===== src/rtl/adder_seq_ctrl_if.sv =====
// Bus between the sequencing controller and the shared WIDTH-bit ripple-carry add/sub datapath.
interface adder_seq_ctrl_if #(
    parameter int unsigned WIDTH = 4
);
    logic [WIDTH-1:0] add_a;
    logic [WIDTH-1:0] add_b;
    logic             add_sub;
    logic [WIDTH-1:0] add_sum;
    logic             add_cout;

    modport master (
        output add_a, add_b, add_sub,
        input  add_sum, add_cout
    );

    modport slave (
        input  add_a, add_b, add_sub,
        output add_sum, add_cout
    );
endinterface


===== src/rtl/adder_seq_ctrl.sv =====
// Sequencing controller for the lab-board add/sub datapath: operand capture, add/sub/clear, chaining.
// Define ADDER_SEQ_MUL_EN to build multiply-by-repeated-addition (op=10); otherwise op=10 acts as add.
module adder_seq_ctrl #(
    parameter int unsigned WIDTH = 4
) (
    input  logic             clk,
    input  logic             reset,
    input  logic             enter,
    input  logic [1:0]       op,
    input  logic [WIDTH-1:0] sw,
    adder_seq_ctrl_if.master bus,
    output logic [WIDTH-1:0] acc,
    output logic             ovf,
    output logic             busy,
    output logic [2:0]       state
);

    typedef enum logic [2:0] {
        IDLE  = 3'd0,
        GET_B = 3'd2,
        EXEC  = 3'd3,
        MUL   = 3'd4,
        DONE  = 3'd5
    } state_t;

    state_t           cur, nxt;
    logic             enter_q;
    logic             enter_rise;
    logic [WIDTH-1:0] opa, opa_d;
    logic [WIDTH-1:0] opb, opb_d;
    logic [1:0]       opr, opr_d;
    logic [WIDTH-1:0] acc_d;
    logic             ovf_d;
`ifdef ADDER_SEQ_MUL_EN
    logic [WIDTH-1:0] cnt, cnt_d;
`endif

    assign enter_rise = enter & ~enter_q;
    assign state      = cur;
    assign busy       = (cur == EXEC) || (cur == MUL);

    always_ff @(posedge clk or posedge reset) begin
        if (reset) begin
            cur     <= IDLE;
            enter_q <= 1'b0;
            opa     <= '0;
            opb     <= '0;
            opr     <= '0;
            acc     <= '0;
            ovf     <= 1'b0;
`ifdef ADDER_SEQ_MUL_EN
            cnt     <= '0;
`endif
        end else begin
            cur     <= nxt;
            enter_q <= enter;
            opa     <= opa_d;
            opb     <= opb_d;
            opr     <= opr_d;
            acc     <= acc_d;
            ovf     <= ovf_d;
`ifdef ADDER_SEQ_MUL_EN
            cnt     <= cnt_d;
`endif
        end
    end

    // In MUL the adder accumulates opa onto acc; otherwise it sees the captured operands.
    always_comb begin
        bus.add_a   = opa;
        bus.add_b   = opb;
        bus.add_sub = opr[0];
`ifdef ADDER_SEQ_MUL_EN
        if (cur == MUL) begin
            bus.add_a   = acc;
            bus.add_b   = opa;
            bus.add_sub = 1'b0;
        end
`endif
    end

    always_comb begin
        nxt   = cur;
        opa_d = opa;
        opb_d = opb;
        opr_d = opr;
        acc_d = acc;
        ovf_d = ovf;
`ifdef ADDER_SEQ_MUL_EN
        cnt_d = cnt;
`endif
        case (cur)
            IDLE: begin
                if (enter_rise) begin
                    opa_d = sw;
                    nxt   = GET_B;
                end
            end
            GET_B: begin
                if (enter_rise) begin
                    opb_d = sw;
                    opr_d = op;
                    if (op == 2'b11) begin
                        acc_d = '0;
                        ovf_d = 1'b0;
                        nxt   = IDLE;
                    end else begin
                        nxt = EXEC;
                    end
                end
            end
            EXEC: begin
                case (opr)
                    2'b01: begin
                        acc_d = bus.add_sum;
                        ovf_d = ~bus.add_cout;
                        nxt   = DONE;
                    end
`ifdef ADDER_SEQ_MUL_EN
                    2'b10: begin
                        acc_d = '0;
                        ovf_d = 1'b0;
                        cnt_d = opb;
                        nxt   = (opb == '0) ? DONE : MUL;
                    end
`endif
                    default: begin
                        acc_d = bus.add_sum;
                        ovf_d = bus.add_cout;
                        nxt   = DONE;
                    end
                endcase
            end
`ifdef ADDER_SEQ_MUL_EN
            MUL: begin
                acc_d = bus.add_sum;
                ovf_d = ovf | bus.add_cout;
                cnt_d = cnt - WIDTH'(1);
                if (cnt == WIDTH'(1)) begin
                    nxt = DONE;
                end
            end
`endif
            DONE: begin
                if (enter_rise) begin
                    if (op == 2'b11) begin
                        acc_d = '0;
                        ovf_d = 1'b0;
                        nxt   = IDLE;
                    end else begin
                        opa_d = acc;
                        opb_d = sw;
                        opr_d = op;
                        nxt   = EXEC;
                    end
                end
            end
            default: nxt = IDLE;
        endcase
    end

endmodule


===== src/flat_wrapper.sv =====
// flat-port wrapper written by rule: the top's interface ports become plain ports
module adder_seq_ctrl_flat 
#(
    parameter int unsigned WIDTH = 4
)
  (clk, reset, enter, op, sw, acc, ovf, busy, state, bus_add_a, bus_add_b, bus_add_sub, bus_add_sum, bus_add_cout);
  adder_seq_ctrl_if #(.WIDTH(WIDTH)) bus_i ();
  input  logic clk;
  input  logic reset;
  input  logic enter;
  input  logic [1:0] op;
  input  logic [WIDTH-1:0] sw;
  output logic [WIDTH-1:0] acc;
  output logic ovf;
  output logic busy;
  output logic [2:0] state;
  output wire logic [$bits(bus_i.add_a)-1:0] bus_add_a;
  output wire logic [$bits(bus_i.add_b)-1:0] bus_add_b;
  output wire logic [$bits(bus_i.add_sub)-1:0] bus_add_sub;
  input wire logic [$bits(bus_i.add_sum)-1:0] bus_add_sum;
  input wire logic [$bits(bus_i.add_cout)-1:0] bus_add_cout;
  assign bus_add_a = bus_i.add_a;
  assign bus_add_b = bus_i.add_b;
  assign bus_add_sub = bus_i.add_sub;
  assign bus_i.add_sum = bus_add_sum;
  assign bus_i.add_cout = bus_add_cout;
  adder_seq_ctrl #(.WIDTH(WIDTH)) u_core (.clk(clk), .reset(reset), .enter(enter), .op(op), .sw(sw), .bus(bus_i), .acc(acc), .ovf(ovf), .busy(busy), .state(state));
endmodule

===== config.mk =====
export PLATFORM = sky130hd
export DESIGN_NAME = adder_seq_ctrl_flat
export DESIGN_NICKNAME = d
export VERILOG_FILES = /design/src/rtl/adder_seq_ctrl_if.sv /design/src/rtl/adder_seq_ctrl.sv /design/src/flat_wrapper.sv
export SDC_FILE = /design/constraint.sdc
export NUM_CORES = 1
export LEC_CHECK = 0
export CAP_MARGIN = 25
export CORE_AREA = 10 10 57 81
export CTS_CLUSTER_DIAMETER = 200
export CTS_CLUSTER_SIZE = 20
export DETAILED_ROUTE_END_ITERATION = 16
export DIE_AREA = 0 0 67 91
export PLACE_DENSITY = 0.52
export SLEW_MARGIN = 15
export SYNTH_ARGS = -nofsm -noshare
export SYNTH_HDL_FRONTEND = slang
export SYNTH_SLANG_ARGS = --single-unit

===== constraint.sdc =====
create_clock -name clk -period 1.9 [get_ports clk]
set_clock_uncertainty 0.15 [all_clocks]
set_input_delay 0.38 -clock clk [delete_from_list [all_inputs] [get_ports clk]]
set_output_delay 0.38 -clock clk [all_outputs]
set_load 0.05 [all_outputs]

==> reports/qor.yml, run 1 <==
synth_fa_ha_area_share_pct: 0
root_buffer: "clkbuf_8"
seq_power_share_pct: 29.6
diodes: 0
slew_headroom_pct: 71.2
fin_nets: 133
synth_area_um2: 925
track_usage_pct: 8.96
final_max_slew_viol_count: 0
yosysTopAreaCell: "dfrtp_1"
p_total_mw: 2.42
postRouteAntennaNets: 0
drtPass1Iterations: 4
placementRows: 25
synthTopCellsByCount: "dfrtp_1, mux2_2, a21oi_1, a22o_1, o22ai_1"
drive_gt1_share_pct: 44.9
r2r_cells: 4
dpl.hpwl_mm: 1.99
die_area_um2: 6100
ys_async_sr_fraction_pct: 100
cts_hold_buf: 0
yosysSeqAreaShare_pct: 51.4
register_area_um2: 479
antenna_found_initial: 0
synth_xor_area_share_pct: 1.89
die_w_um: 67
synthTopCellsByArea: "dfrtp_1, mux2_2, a22o_1"
core_um2: 3160
wl_per_cell_um: 15.9
hold_ws_ps: 287
drt_iter0_markers: 13
tightest_slew_ps: 430
grt_max_degree: 20
p_leak_nw: 0.618
synth_seq_cells: 19
synth_cells: 74
synth.top_cell.area_share_pct: 51.4
post-route-period-util_pct: 92.4
synth-edff-count: 0
layout.cells.non_filler: 158
hp-class: "input port to asynchronous set/reset pin"
h-tree-depth: 1
route.detailed.drc: 0
internal_power_mw: 1.28
hold_violations: 0
outcome: "complete, no violations"
synth-compound-area-share_pct: 20.2
arrival_ps: 1230
grt_pass1_wl_mm: 4.23
pwr-share-comb_pct: 58.8
clkTransAtPathRegs_ps: 70
synth.distinct_cells: 27
p_clk_share_pct: 11.6
n_fill_cell: 309
p_per_area_nw_per_um2: 1710
viasPerCell: 4.72
switching_power_mw: 1.14
cts_tree: "yes"
placed_cells: 152
min_period_ps: 1760
num_io_pins: 32
ir_drop_uv: 765
area_growth_pct: 52.6
crit_type: "flip-flop to primary output"
vias: 746
finalSetupViolCount: 0
cts_buffer_depth: 2
multiInputGateArea_um2: 417
synth_flop_cell: "dfrtp_1"
gp_congestion: 0.816
synth_top_family_by_area: "compound AO/OA/AOI/OAI gates"
crit_required_ps: 1370
fin_util_pct: 44.7
clkSinkCount: 19
fp.dieH_um: 91
grt-ovfl-total: 0
initial_core_util_pct: 29.3
grt_pass1_vias: 787
drv_cap: 0
yosysMostFrequentCell: "dfrtp_1"
critPathCaptureType: "primary output"
port_buffers: 31
fmax_mhz: 569
syn_avg_cell_area_um2: 12.5
tns_ps: 0
cts_buffers: 3
switching_share_pct: 47.0
worstPathMaxFanout: 6
startpoint_type: "flip-flop"
synthMuxAreaShare_pct: 7.31
clk-insertion-delay-late_ps: 260
synth-simple-area-share_pct: 14.2
ys_warn_count: 0
finalWirelength_mm: 2.52
syn_nets: 88
rsz0062_at_grt: "false"
path summary, 6_finish.rpt:
check | startpoint | endpoint | slack (ps)
worst min-delay path | reset | u_core.bus.add_a[3] | 290
worst max-delay path | u_core.state[2] | busy | 140
worst min register to register | u_core.ovf | u_core.ovf | 360
max in group asynchronous | reset | u_core.state[1] | 1100
min in group clk | u_core.ovf | u_core.ovf | 360
worst max register to register | u_core.state[1] | u_core.opr[1] | 150
power by group through the flow:
stage | Combinational [mW] | Clock [mW] | Sequential [mW]
floorplan | 0.443 | 0 | 1.22
global placement | 1.40 | 0 | 0.733
detailed placement | 1.41 | 0 | 0.735
CTS | 1.41 | 0.292 | 0.734
global route | 1.50 | 0.318 | 0.746
finish | 1.42 | 0.281 | 0.715
layout make-up:
class,count,area share [%]
clock buffer,4,3.19
inverter,2,0.532
sequential,19,34.0
tap,40,3.55
multi-input combinational,49,29.5
timing repair buffer,44,29.3
sequential cells by signal (all words and copies together) (netlist names):
register,count
u_core.acc,4
u_core.bus.add_a,4
u_core.bus.add_b,4
u_core.state,3
u_core.opr,2
u_core.enter_q,1
u_core.ovf,1
critical path: stages (launching register included):
cell,delay (ps)
dfrtp_2,410
buf_4,160
nand2_1,90
o22ai_4,150
buf_12,160
what timing repair did:
| item | 4_1_cts | 5_1_grt |
|---|---|---|
| gates resized for setup | 1 | 0 |
| setup buffers | 0 | 2 |
| pin swaps | 0 | 0 |
| endpoints found under the setup margin | 1 | 1 |
kinds of logic after synthesis:
kind of cell / Yosys count
compound gates: 23
flops: 19
simple gates: 18
mux: 6
buf+inv: 6
xor+xnor: 2
placed cells by master, fill, tap and decap left out, types with 2 or more instances in the layout:
cell type,synthesis,layout
buf_4,0,27
a2bb2oi_1,4,4
buf_12,0,4
dfrtp_2,0,3
clkdlybuf4s50_1,0,13
a21oi_1,5,5
a22o_1,5,5
clkbuf_8,0,3
o22ai_1,5,4
mux2_2,6,6
nor2_1,4,4
nand2b_1,2,2
dfrtp_1,19,16
nand2_1,3,3
routing by layer:
metal,global-route usage [%],share of wire (%)
met3,2.34,4.4
met4,5.33,3.2
met5,0,0
met1,10.6,42
met2,13.9,51
per-stage QoR:
step                      cell area, um2  setup WS (ps)
final                               1410            144
after global routing                1410           58.6
after CTS                           1400           31.3
after detailed placement            1350           -129
after global placement              1350           -109
after floorplan                      942           57.8
(Power assumes the default switching activity.)
==> run 2, diff against run 1 <==
--- a/config.mk
+++ b/config.mk
@@ -5,6 +5,7 @@
 export SDC_FILE = /design/constraint.sdc
 export NUM_CORES = 1
 export LEC_CHECK = 0
+export ABC_CLOCK_PERIOD_IN_PS = 1900
 export CAP_MARGIN = 25
 export CORE_AREA = 10 10 57 81
 export CTS_CLUSTER_DIAMETER = 200
@@ -12,6 +13,7 @@
 export DETAILED_ROUTE_END_ITERATION = 16
 export DIE_AREA = 0 0 67 91
 export PLACE_DENSITY = 0.52
+export SETUP_SLACK_MARGIN = 0.05
 export SLEW_MARGIN = 15
 export SYNTH_ARGS = -nofsm -noshare
 export SYNTH_HDL_FRONTEND = slang
==> run 2 against run 1 <==
Critical path depth unchanged. Global-route usage about the same. Flip-flop and latch count is the same. First-iteration DRC count shrank 15%. Routed wire length down 0.16%. Register-to-register slack barely moved. Setup slack is essentially flat.
==> reports/qor.yml, run 2 (same netlist as run 1, synthesis figures left out) <==
pwr-share-comb_pct: 58.7  # about the same
drive_gt1_share_pct: 44.4  # -0.47 points
layout.cells.non_filler: 157  # -0.63%
final_max_slew_viol_count: 0  # unchanged
wl_per_cell_um: 16.0  # +0.48%
drv_cap: 0  # unchanged
p_per_area_nw_per_um2: 1710  # +0.20%
root_buffer: "clkbuf_8"
placed_cells: 152  # unchanged
final_cell_mix: "buf_4, dfrtp_1, clkdlybuf4s50_1"
viasPerCell: 4.74  # +0.37%
worstPathMaxFanout: 6  # unchanged
area_growth_pct: 51.8
clkTransAtPathRegs_ps: 70  # about the same
critPathCaptureType: "primary output"
cts_hold_buf: 0  # unchanged
finalSetupViolCount: 0  # unchanged
seq_power_share_pct: 29.6  # about the same
gp_congestion: 0.816  # unchanged
fin_nets: 132  # -0.75%
p_clk_share_pct: 11.7  # about the same
num_io_pins: 32  # unchanged
grt_pass1_wl_mm: 4.25  # +0.50%
startpoint_type: "flip-flop"
ir_drop_uv: 789  # +3.1%
grt_pass1_vias: 791  # +0.51%
finalWirelength_mm: 2.52  # -0.16%
crit_type: "flip-flop to primary output"
rsz0062_at_grt: "false"
die_area_um2: 6100  # unchanged
postRouteAntennaNets: 0  # unchanged
diodes: 0  # unchanged
p_leak_nw: 0.613  # -0.86%
drt_iter0_markers: 11  # -2
grt-ovfl-total: 0  # unchanged
fp.dieH_um: 91  # unchanged
hold_ws_ps: 287  # unchanged
r2r_cells: 4  # unchanged
hold_violations: 0  # unchanged
antenna_found_initial: 0  # unchanged
min_period_ps: 1760  # -0.00400 ps
cts_buffer_depth: 2  # unchanged
design_area_um2: 1400  # -0.53%
outcome: "complete, no violations"
fmax_mhz: 569  # about the same
initial_core_util_pct: 29.3  # unchanged
arrival_ps: 1230  # about the same
vias: 744  # -0.27%
core_um2: 3160  # unchanged
placementRows: 25  # unchanged
crit_slowest_cell: "dfrtp_2"
route.detailed.drc: 0  # unchanged
n_fill_cell: 310  # +0.32%
tightest_slew_ps: 430  # +0.0184 ps
internal_power_mw: 1.27  # -0.54%
track_usage_pct: 9.01  # +0.048 points
port_buffers: 31  # unchanged
switching_power_mw: 1.14  # about the same
h-tree-depth: 1  # unchanged
critPathMaxStageDelay_ps: 410  # about the same
cts_buffers: 3  # unchanged
die_w_um: 67  # unchanged
grt_max_degree: 20  # unchanged
cts_tree: "yes"
clkSinkCount: 19  # unchanged
post-route-period-util_pct: 92.4  # about the same
drtPass1Iterations: 4  # unchanged
switching_share_pct: 47.2  # +0.11 points
final_common_cell: "buf_4"
hp-class: "input port to asynchronous set/reset pin"
clk-insertion-delay-late_ps: 260  # about the same
crit_required_ps: 1370  # about the same
dpl.hpwl_mm: 1.99  # unchanged
crit_chain: "buf_4 > nand2_1 > o22ai_4 > buf_12"
placed_area_um2: 1350  # unchanged
slew_headroom_pct: 71.2  # about the same
[run 2: layout make-up]
type,count,area [um2],share of cell area (%)
Clock buffer,4,45.0,3.21
Inverter,2,7.51,0.535
Multi-Input combinational cell,49,417,29.7
Tap cell,40,50.0,3.57
Sequential cell,19,479,34.1
Timing Repair Buffer,43,405,28.9
[run 2: per-layer routing]
metal	track usage [%]	share of wire [%]
met2	14.0	51
met5	0	0
met4	5.33	3.2
met1	10.7	42
met3	2.34	4.4
[run 2: timing repair]
action / CTS / global route
endpoints found under the setup margin: 1 / 0
gates resized for setup: 1 / 0
buffers inserted: 1 / 0
[run 2: worst paths after layout]
check                                      from                  end  slack [ps]
worst max-delay path            u_core.state[2]                 busy         140
worst min-delay path                      reset  u_core.bus.add_a[3]         290
worst max register to register  u_core.state[1]        u_core.opr[1]         150
worst min register to register       u_core.ovf           u_core.ovf         360
max in group asynchronous                 reset      u_core.state[1]        1100
min in group clk                     u_core.ovf           u_core.ovf         360
[run 2: through the flow]
step | util (%) | setup TNS (ps) | setup slack (ps) | power (mW)
after floorplan | - | 0 | 57.8 | 1.66
after global placement | 42.8 | -1020 | -109 | 2.13
after detailed placement | 42.8 | -1150 | -129 | 2.14
after CTS | 44.4 | 0 | 131 | 2.45
after global routing | 44.4 | 0 | 58.6 | 2.55
final | 44.4 | 0 | 144 | 2.41
[run 2: critical path, delay by kind of cell (launching register included)]
kind	cells	cell delay, ps
AND/OR/NAND/NOR	1	90
flip-flops	1	410
buffers and inverters	2	320
AO/OA/AOI/OAI	1	150
[run 2: power groups by stage]
stage	clock network, mW	registers [mW]	logic (mW)
floorplan	0	1.22	0.443
global placement	0	0.733	1.40
detailed placement	0	0.735	1.41
CTS	0.292	0.719	1.44
global route	0.318	0.745	1.49
finish	0.281	0.714	1.41
==> run 3, diff against run 2 <==
--- a/config.mk
+++ b/config.mk
@@ -5,7 +5,7 @@
 export SDC_FILE = /design/constraint.sdc
 export NUM_CORES = 1
 export LEC_CHECK = 0
-export ABC_CLOCK_PERIOD_IN_PS = 1900
+export ABC_CLOCK_PERIOD_IN_PS = 2200
 export CAP_MARGIN = 25
 export CORE_AREA = 10 10 57 81
 export CTS_CLUSTER_DIAMETER = 200
@@ -13,7 +13,6 @@
 export DETAILED_ROUTE_END_ITERATION = 16
 export DIE_AREA = 0 0 67 91
 export PLACE_DENSITY = 0.52
-export SETUP_SLACK_MARGIN = 0.05
 export SLEW_MARGIN = 15
 export SYNTH_ARGS = -nofsm -noshare
 export SYNTH_HDL_FRONTEND = slang
==> constraint.sdc (replaced) <==
create_clock -name clk -period 2.2 [get_ports clk]
set_clock_uncertainty 0.15 [all_clocks]
set_input_delay 0.44 -clock clk [delete_from_list [all_inputs] [get_ports clk]]
set_output_delay 0.44 -clock clk [all_outputs]
set_load 0.05 [all_outputs]
==> run 3 against run 2 <==
Flip-flop and latch count stayed put. Largest cell class unchanged. Design area is 4.9% lower. Critical endpoint is now acc[3]. Highest routed layer unchanged. Sequential share of layout area is 1.5 points higher.
==> reports/qor.yml, run 3 (same netlist as run 1, synthesis figures left out) <==
outcome: "complete, no violations"
drt_iter0_markers: 23  # +12
crit_required_ps: 1610  # +240 ps
final_max_slew_viol_count: 0  # unchanged
finalWirelength_mm: 2.54  # +1.1%
dr.max_layer_used: "met4"
post_cts_buffers: 0  # -1
cts_hold_buf: 0  # unchanged
initial_core_util_pct: 29.3  # unchanged
tns_ps: 0  # unchanged
wl_met3_um: 146  # +33%
cts_tree: "yes"
worstPathMaxFanout: 3  # -3
design_area_um2: 1340  # -4.9%
track_usage_pct: 8.87  # -0.14 points
min_period_ps: 2060
p_leak_nw: 0.556  # -9.2%
grt_pass1_vias: 851  # +7.6%
cts_buffers: 3  # unchanged
drv_cap: 0  # unchanged
crit_chain: "clkdlybuf4s50_1"
die_w_um: 67  # unchanged
route.detailed.drc: 0  # unchanged
drive_gt1_share_pct: 25.5  # -19 points
num_io_pins: 32  # unchanged
path_delay_family: "buffers and inverters"
crit_buf_inv: 1  # -1
cts_buffer_depth: 2  # unchanged
wl_met1_mm: 1.01  # -3.7%
clk-insertion-delay-late_ps: 260  # about the same
vias: 712  # -4.3%
register_area_um2: 475  # -0.78%
startpoint_type: "flip-flop"
n_fill_cell: 304  # -1.9%
postRouteAntennaNets: 0  # unchanged
crit_type: "flip-flop to primary output"
grt-ovfl-total: 0  # unchanged
p_per_area_nw_per_um2: 1520  # -11%
final_common_cell: "clkdlybuf4s50_1"
hp-class: "input port to asynchronous set/reset pin"
drtPass1Iterations: 2  # -2
clkSinkCount: 19  # unchanged
fmax_mhz: 486
port_buffers: 31  # unchanged
die_area_um2: 6100  # unchanged
critPathMaxStageDelay_ps: 830  # +420 ps
finalSetupViolCount: 0  # unchanged
fin_nets: 125  # -5.3%
fp.dieH_um: 91  # unchanged
critPathCaptureType: "primary output"
final_cell_mix: "clkdlybuf4s50_1, dfrtp_1, buf_4"
grt_max_degree: 20  # unchanged
viasPerCell: 4.75  # +0.16%
wl_per_cell_um: 16.9  # +5.8%
diodes: 0  # unchanged
hold_violations: 0  # unchanged
arrival_ps: 1470  # +240 ps
placementRows: 25  # unchanged
root_buffer: "clkbuf_8"
post-route-period-util_pct: 93.5
area_growth_pct: 44.4
h-tree-depth: 1  # unchanged
multiInputGateArea_um2: 409  # -1.8%
cts.repair.resized: 0  # -1
ir_drop_uv: 840  # +6.4%
wl_met2_mm: 1.35  # +5.3%
tightest_slew_ps: 518  # +87.8 ps
slew_headroom_pct: 65.4  # -5.9 points
core_um2: 3160  # unchanged
gp_congestion: 0.785  # -3.8%
crit_slowest_cell: "clkdlybuf4s50_1"
antenna_found_initial: 0  # unchanged
placed_area_um2: 1290  # -4.5%
clkTransAtPathRegs_ps: 70  # about the same
rsz0062_at_grt: "false"
dpl.hpwl_mm: 1.95  # -2.1%
grt_pass1_wl_mm: 4.22  # -0.66%
[run 3: metal layers]
layer	up-vias	global-route usage (%)
met2	17	15.6
met4	0	4.12
met3	4	2.46
met5	-	0
li1	343	-
met1	348	9.25
[run 3: final timing paths]
path | to | slack (ps) | start | depth (start not counted)
worst min register to register | u_core.bus.add_b[3] | 360 | u_core.bus.add_b[3] | 1
worst min-delay path | u_core.state[1] | 350 | reset | 3
worst max register to register | u_core.opr[0] | 410 | u_core.state[2] | 3
min in group clk | u_core.bus.add_b[3] | 360 | u_core.bus.add_b[3] | 1
max in group asynchronous | u_core.bus.add_b[0] | 1350 | reset | 3
worst max-delay path | acc[3] | 140 | u_core.acc[3] | 1
[run 3: cell type report]
class	instances	area share, %
Inverter	2	0.562
Tap cell	40	3.75
Sequential cell	19	35.6
Timing Repair Buffer	36	26.1
Clock buffer	4	3.37
Multi-Input combinational cell	49	30.6
[run 3: power by group]
part | switching [mW] | internal, mW
Combinational | 0.737 | 0.451
Sequential | 0.101 | 0.493
Clock | 0.120 | 0.129
Total | 0.959 | 1.07
[run 3: metrics by stage]
step / util [%] / hold WS [ps] / power (mW) / cells / setup WS, ps
final: 42.3 / 350 / 2.03 / 150 / 143
after global routing: 42.3 / 383 / 2.14 / 150 / 97.4
after CTS: 42.3 / 365 / 2.06 / 150 / 128
after detailed placement: 40.8 / 346 / 1.80 / 146 / 52.6
after global placement: 40.8 / 343 / 1.80 / 146 / 67.1
after floorplan: - / 241 / 1.41 / 74 / 181
